[config.mk]
export PLATFORM = sky130hd
export DESIGN_NAME = loop_seq_ctrl
export DESIGN_NICKNAME = d
export VERILOG_FILES = /design/src/rtl/loop_seq_pkg.sv /design/src/rtl/loop_idx_counter.sv /design/src/rtl/loop_seq_ctrl.sv
export SDC_FILE = /design/constraint.sdc
export NUM_CORES = 1
export LEC_CHECK = 0
export ABC_AREA = 1
export CELL_PAD_IN_SITES_DETAIL_PLACEMENT = 0
export CELL_PAD_IN_SITES_GLOBAL_PLACEMENT = 1
export CORE_ASPECT_RATIO = 0.75
export CORE_MARGIN = 2
export CORE_UTILIZATION = 31
export CTS_CLUSTER_SIZE = 40
export DETAILED_ROUTE_END_ITERATION = 10
export HOLD_SLACK_MARGIN = 0.1
export MAX_ROUTING_LAYER = met4
export PLACE_DENSITY_LB_ADDON = 0.1
export SLEW_MARGIN = 20
export SYNTH_ARGS = -nofsm -noshare
export SYNTH_HDL_FRONTEND = slang
export SYNTH_SLANG_ARGS = --single-unit
[constraint.sdc]
create_clock -name clk -period 4.5 [get_ports clk]
set_clock_uncertainty 0.2 [all_clocks]
set_input_delay 1.125 -clock clk [delete_from_list [all_inputs] [get_ports clk]]
set_output_delay 1.125 -clock clk [all_outputs]
set_load 0.02 [all_outputs]
[src/rtl/loop_seq_pkg.sv]
// loop_seq_pkg: state encoding shared by the loop sequencer files.
package loop_seq_pkg;
    typedef enum logic [1:0] {
        S_IDLE = 2'd0,
        S_RUN  = 2'd1,
        S_DONE = 2'd2
    } state_t;
endpackage

[src/rtl/loop_idx_counter.sv]
// loop_idx_counter: index counter with latched limit; wraps to 0 after the limit.
module loop_idx_counter #(
    parameter int WIDTH = 4
) (
    input  logic             clk,
    input  logic             rst,
    input  logic             clr,
    input  logic             load,
    input  logic             en,
    input  logic [WIDTH-1:0] lim,
    output logic [WIDTH-1:0] q,
    output logic             at_max
);
    logic [WIDTH-1:0] lim_q;

    assign at_max = q == lim_q;

    always_ff @(posedge clk) begin
        if (rst) begin
            q     <= '0;
            lim_q <= '0;
        end else if (load) begin
            q     <= '0;
            lim_q <= lim;
        end else if (clr) begin
            q <= '0;
        end else if (en) begin
            q <= at_max ? '0 : q + WIDTH'(1);
        end
    end
endmodule

[src/rtl/loop_seq_ctrl.sv]
// loop_seq_ctrl: two-level loop sequencer (inner/outer) with start/done handshake.
// Optional stall-cycle counter enabled by defining LOOP_SEQ_STALL_CNT_EN.
module loop_seq_ctrl
    import loop_seq_pkg::*;
#(
    parameter int IW = 4,
    parameter int OW = 4,
    parameter int CW = 16
) (
    input  logic          clk,
    input  logic          rst,
    input  logic          start,
    input  logic          abort,
    input  logic [IW-1:0] inner_max,
    input  logic [OW-1:0] outer_max,
    input  logic          stall,
    output logic          busy,
    output logic          step,
    output logic [IW-1:0] inner_idx,
    output logic [OW-1:0] outer_idx,
    output logic          inner_last,
    output logic          outer_last,
    output logic          done,
    output logic [CW-1:0] stall_cnt
);
    state_t state;
    logic   accept, inner_at_max, outer_at_max;

    assign busy       = state == S_RUN;
    assign done       = state == S_DONE;
    assign accept     = state == S_IDLE && start && !abort;
    assign step       = busy && !stall && !abort;
    assign inner_last = step && inner_at_max;
    assign outer_last = inner_last && outer_at_max;

    // Both counters wrap to 0 on the final step, so indices are 0 outside RUN.
    loop_idx_counter #(.WIDTH(IW)) u_inner (
        .clk(clk), .rst(rst), .clr(busy && abort), .load(accept), .en(step),
        .lim(inner_max), .q(inner_idx), .at_max(inner_at_max)
    );

    loop_idx_counter #(.WIDTH(OW)) u_outer (
        .clk(clk), .rst(rst), .clr(busy && abort), .load(accept), .en(inner_last),
        .lim(outer_max), .q(outer_idx), .at_max(outer_at_max)
    );

    always_ff @(posedge clk) begin
        if (rst) begin
            state <= S_IDLE;
        end else begin
            unique case (state)
                S_IDLE:  state <= accept ? S_RUN : S_IDLE;
                S_RUN:   state <= abort ? S_IDLE : (outer_last ? S_DONE : S_RUN);
                default: state <= S_IDLE;
            endcase
        end
    end

`ifdef LOOP_SEQ_STALL_CNT_EN
    always_ff @(posedge clk) begin
        if (rst || accept)
            stall_cnt <= '0;
        else if (busy && stall && stall_cnt != '1)
            stall_cnt <= stall_cnt + CW'(1);
    end
`else
    assign stall_cnt = '0;
`endif
endmodule

### Yosys cells after proc, flatten, opt, wreduce, memory -nomap -nowiden

Index checks and enable logic that the tools add are counted.

* flip-flop bits (word level): 18
* latch bits: 0
* memory bits (writable): 0
* ROM bits: 0
* input port bits: 13
* output and inout port bits: 29
* logic and storage cells: 28
* memories kept: 0

* add/subtract/negate cells: 2
* multipliers: 0
* divide/modulo/power cells: 0
* order comparisons: 0
* equality and inequality tests: 4
* shifts and indexed selects: 0
* muxes and demuxes: 6
* bitwise logic cells: 0
* reductions and logical operators: 11

Operators by type and width (number)
* adder 4 x 1 -> 4 bit (second input constant): 2
* equality test 4 bit: 2
* 2-to-1 mux 4 bit: 2
* logical AND 1 bit: 7
* 2-to-1 mux 2 bit: 2
* case mux 2 bit (2 select lines): 1
* OR reduction 3 bit: 1
* equality test 2 x 1 -> 1 bit (second input constant): 1
* equality test 2 bit (second input constant): 1
* logical NOT 1 bit: 2
* logical NOT 2 bit: 1
* 2-to-1 mux 1 bit: 1

### Longest topological paths before layout

* depth in word-level cells: 8
* depth in mapped cells: 9
* depth with buffers taken out: 9

### Modules after synthesis

Synthesis repeated with hierarchy kept, for this count alone.

* cell total of the unflattened synthesis: 171
* area, all modules: 1174.9 µm²

By module, submodules not included
* loop_idx_counter: instances 2, cells each 66, area an instance 457.9 µm², sequential area each 160.2 µm²
* loop_seq_ctrl: instances 1, cells each 39, area an instance 259.0 µm², sequential area each 40.0 µm²

### Worst setup path after synthesis

Ideal clock, no wire load.

* kind: input port to output port
* start point: input abort
* end point: output outer_last
* arrival: 2.050 ns
* required time: 3.175 ns
* slack: 1.125 ns
* stages on the path: 5
* buffers on the path: 0
* cell sequence: nor3_4 > nand3_4 > clkinv_4 > nand3_2 > inv_1

* cells in the longest elaborated chain, start to end: 4

RTL lines
* from (decl): RTL line loop_seq_ctrl.sv:13 `input logic abort,`
* logical NOT 1 bit: RTL line loop_seq_ctrl.sv:32 `assign step = busy && !stall && !abort;`
* logical AND 1 bit: RTL line loop_seq_ctrl.sv:32
* logical AND 1 bit: RTL line loop_seq_ctrl.sv:33 `assign inner_last = step && inner_at_max;`
* named net inner_last: RTL line loop_seq_ctrl.sv:21 `output logic inner_last,`
* logical AND 1 bit: RTL line loop_seq_ctrl.sv:34 `assign outer_last = inner_last && outer_at_max;`
* to (decl): RTL line loop_seq_ctrl.sv:22 `output logic outer_last,`

The timed path passes the listed nets, and every way through them passes these cells.

### Worst setup path in the final report

* start point: input abort
* end point: output outer_last

* cells in the longest elaborated chain, start to end: 4

RTL lines (RTL line)
* logical NOT 1 bit: loop_seq_ctrl.sv:32
* logical AND 1 bit: loop_seq_ctrl.sv:32
* logical AND 1 bit: loop_seq_ctrl.sv:33
* logical AND 1 bit: loop_seq_ctrl.sv:34

No other way between the ends.

==> results by group <==
Setup path
  – R2r setup slk: between 2 and 3 ns
  – Critical Path End Type: output pin
  – CP startpoint kind: primary input
  – WP data required: 3.17 ns
  – Setup CP Type: in -> out
  – R2R Path Start: state[0]$_SDFF_PP0_
  – Worst reg2reg path depth: 6
  – CP startpoint: abort
  – Critical Path End: outer_last
  – R2R Path End: u_inner.q[1]$_SDFFE_PP0N_
  – Crit path DAT: 2.84 ns
  – Crit path max fanout: 7

Power
  – Sw Share: between 20 and 30%
  – Pwr dens: ~270 mW/mm^2
  – VDD IR-drop max: 140.1 uV
  – Combinational share of power: around 17%
  – Total power: 0.3626 mW
  – Static leakage: 0.5831 nW
  – Psw: 0.09813 mW
  – Power share of the clock group: between 30% and 40%
  – Part of the power in registers: 46.6%
  – Internal Power: 0.2645 mW

Yosys
  – Synth top area share: roughly 34%
  – Ys flop type: dfxtp_1
  – #FFs+latches synth: 18
  – Post-synthesis xor/xnor area fraction: 3.349%
  – Unique masters post-synth: 22
  – Average size of a mapped cell: 7.020 sq um
  – Ys async rst share: 0%
  – Most frequent cells after synthesis: nand2_1 (29), inv_1 (21), nor2_1 (20)
  – Count leader, synth: nand2_1
  – YS warnings: 0
  – Post-synthesis sequential area ratio: 34.45%
  – Cell taking the most area after synthesis: dfxtp_1
  – Main combinational cell family by area after synthesis: simple AND/OR/NAND/NOR gates
  – Post-synth EDFFs: 0
  – Compound-Gate Fraction of Synth Area: 11.48%
  – Post-Syn Area: 0.001046 sq mm
  – Largest cells by area after synthesis: dfxtp_1 (34%), buf_4 (11%), nand2_1 (10%), inv_1 (7.5%), nor2_1 (7.2%)
  – Cells after synthesis: 149
  – Post-synthesis mux area share: 0%
  – Synth Area in Simple Gates: 27.63%
  – Synth Area in Adders: 2.392%

Routing
  – Via/cell ratio: around 4.2
  – Routed WL per cell: 10.08 um
  – DR iter-0 viols: 28
  – Final ANT Viol Nets: 0
  – Via count: 910
  – Pre-antenna DRT Iters: 4
  – Drt total wl: 2187 um
  – DRC viols: 0

Min path
  – Hold Path Class: reg -> reg

Placed design
  – Pre-CTS WS: around 0.33 ns
  – Final HPWL DP: roughly 1700 um
  – IO buf count: 25
  – Placer Congestion: 0.8729
  – Placed insts: 213
  – Cell Area, Placed: around 0.0013 sq mm

CTS
  – Root buffer cell: clkbuf_8
  – # H-tree levels: 1
  – Post-CTS sizing: 0
  – TritonCTS Sinks: 18
  – CTS clk-pin slew, worst paths: approximately 0.070 ns
  – Worst skew pair latency: 0.25 ns
  – CTS Buf Count: 3
  – Cts hold-fix bufs: 0
  – Setup Buffers After CTS: 0
  – CTS Buffer Depth: 2
  – CTS tree: yes

STA
  – Max Slew Vio Count: 0
  – Setup slack after layout: 0.3399 ns
  – Tmin final: ~4.2 ns
  – RSZ-0062 raised after global routing: false
  – Finish-stage setup viols: 0
  – Hold Vio Cnt, Final: 0
  – Setup_tns: 0 ns
  – Hold Worst Slack: 0.2743 ns
  – Fin crit share: 92.45%
  – FMAX: 0.2404 GHz

Flow run
  – Number of max-cap violations: 0

Die
  – FP Rows: 18
  – Die footprint: between 0.003 and 0.004 sq mm
  – Core Area: approximately 0.0033 sq mm
  – Die height: 54.31 um
  – Die X: 71.08 um
  – Top Ports: 42
  – Starting Density: 32.03%

Outcome
  – Outcome: finished clean

Layout
  – Final design utilization: 41.03%
  – Antenna diodes: 0
  – Layout cells sized above 1: 6.780%
  – Finished Cell Area: 0.001340 sq mm
  – Final std cells w/o fill: 217
  – P&R area growth vs syn: 28.11%
  – Final nets: 193

GRT
  – Gr ovfl total: 0
  – First-pass GRT wire length: 3684 um
  – Vias in the first global route: 813
  – Pin count of the biggest net entering global routing: 16
  – Initial antenna violation count: 0
  – GR Util All Layers: 13.17%
[cell families after synthesis]
kind of cell / count (synthesis)
compound gates: 23
xor+xnor: 4
fa+ha+maj: 2
buf+inv: 39
flops: 18
other cells: 1
simple gates: 62
[power by group through the flow]
stage          combinational (mW)  clock [mW]  sequential [mW]
3_5_place_dp               0.0598           0            0.173
5_1_grt                    0.0674       0.145            0.170
4_1_cts                    0.0599       0.138            0.169
3_3_place_gp               0.0594           0            0.173
2_1_floorplan              0.0498           0            0.172
6_report                   0.0599       0.134            0.169
[critical path: stages]
cell and delay (ns):
clkdlybuf4s50_1 0.46, nor3_4 0.25, nand3_4 0.15, clkinv_4 0.09
nand3_2 0.09, inv_1 0.07, clkdlybuf4s50_1 0.59
[per-layer routing]
layer  vias up  track usage [%]  wire, um
met5         -                -         0
met4         0            3.774        19
met3         2            4.604       174
met2        34            18.85       866
met1       386            17.59      1126
li1        488                -         -
[flip-flops by register name, indices dropped and copies added, names as in the netlist]
| name | flops |
|---|---|
| u_inner.lim_q | 4 |
| u_outer.lim_q | 4 |
| u_inner.q | 4 |
| state | 2 |
| u_outer.q | 4 |
[worst min path at each step]
| stage | from | endpoint | slack, ns | cells after the start |
|---|---|---|---|---|
| after global placement | u_outer.lim_q[2]$_SDFFE_PP0P_ | u_outer.lim_q[2]$_SDFFE_PP0P_ | 0.26 | 2 |
| after detailed placement | u_inner.lim_q[3]$_SDFFE_PP0P_ | u_inner.lim_q[3]$_SDFFE_PP0P_ | 0.26 | 2 |
| after floorplan | u_inner.lim_q[0]$_SDFFE_PP0P_ | u_inner.lim_q[0]$_SDFFE_PP0P_ | 0.24 | 2 |
| after global routing | u_inner.lim_q[0]$_SDFFE_PP0P_ | u_inner.lim_q[0]$_SDFFE_PP0P_ | 0.30 | 2 |
| after CTS | u_inner.lim_q[0]$_SDFFE_PP0P_ | u_inner.lim_q[0]$_SDFFE_PP0P_ | 0.28 | 2 |
| final | u_outer.lim_q[2]$_SDFFE_PP0P_ | u_outer.lim_q[2]$_SDFFE_PP0P_ | 0.27 | 2 |
[layout make-up]
cell class                      instances  area, sq um
Inverter                               22        87.58
Fill cell                             343         1926
Clock buffer                            4        55.05
Sequential cell                        18        360.3
Tap cell                               40        50.05
Timing Repair Buffer                   26        257.7
Multi-Input combinational cell        107        529.3
[cell usage in the layout, fill, tap and decap left out]
cell,instances
dfxtp_1,18
clkdlybuf4s50_1,25
nand2_2,1
ha_1,2
nand3_4,1
a21oi_1,11
inv_1,21
nor3_4,1
clkbuf_8,4
buf_4,1
xnor2_1,1
o21bai_1,1
o21ai_0,10
nand2_1,29
clkinv_4,1
a211oi_1,1
nor2_1,20
conb_1,16
nor3_1,1
nor3_2,1
nand3_1,6
xor2_1,3
nand3_2,2
No activity file was read; power rests on OpenSTA's default activity.
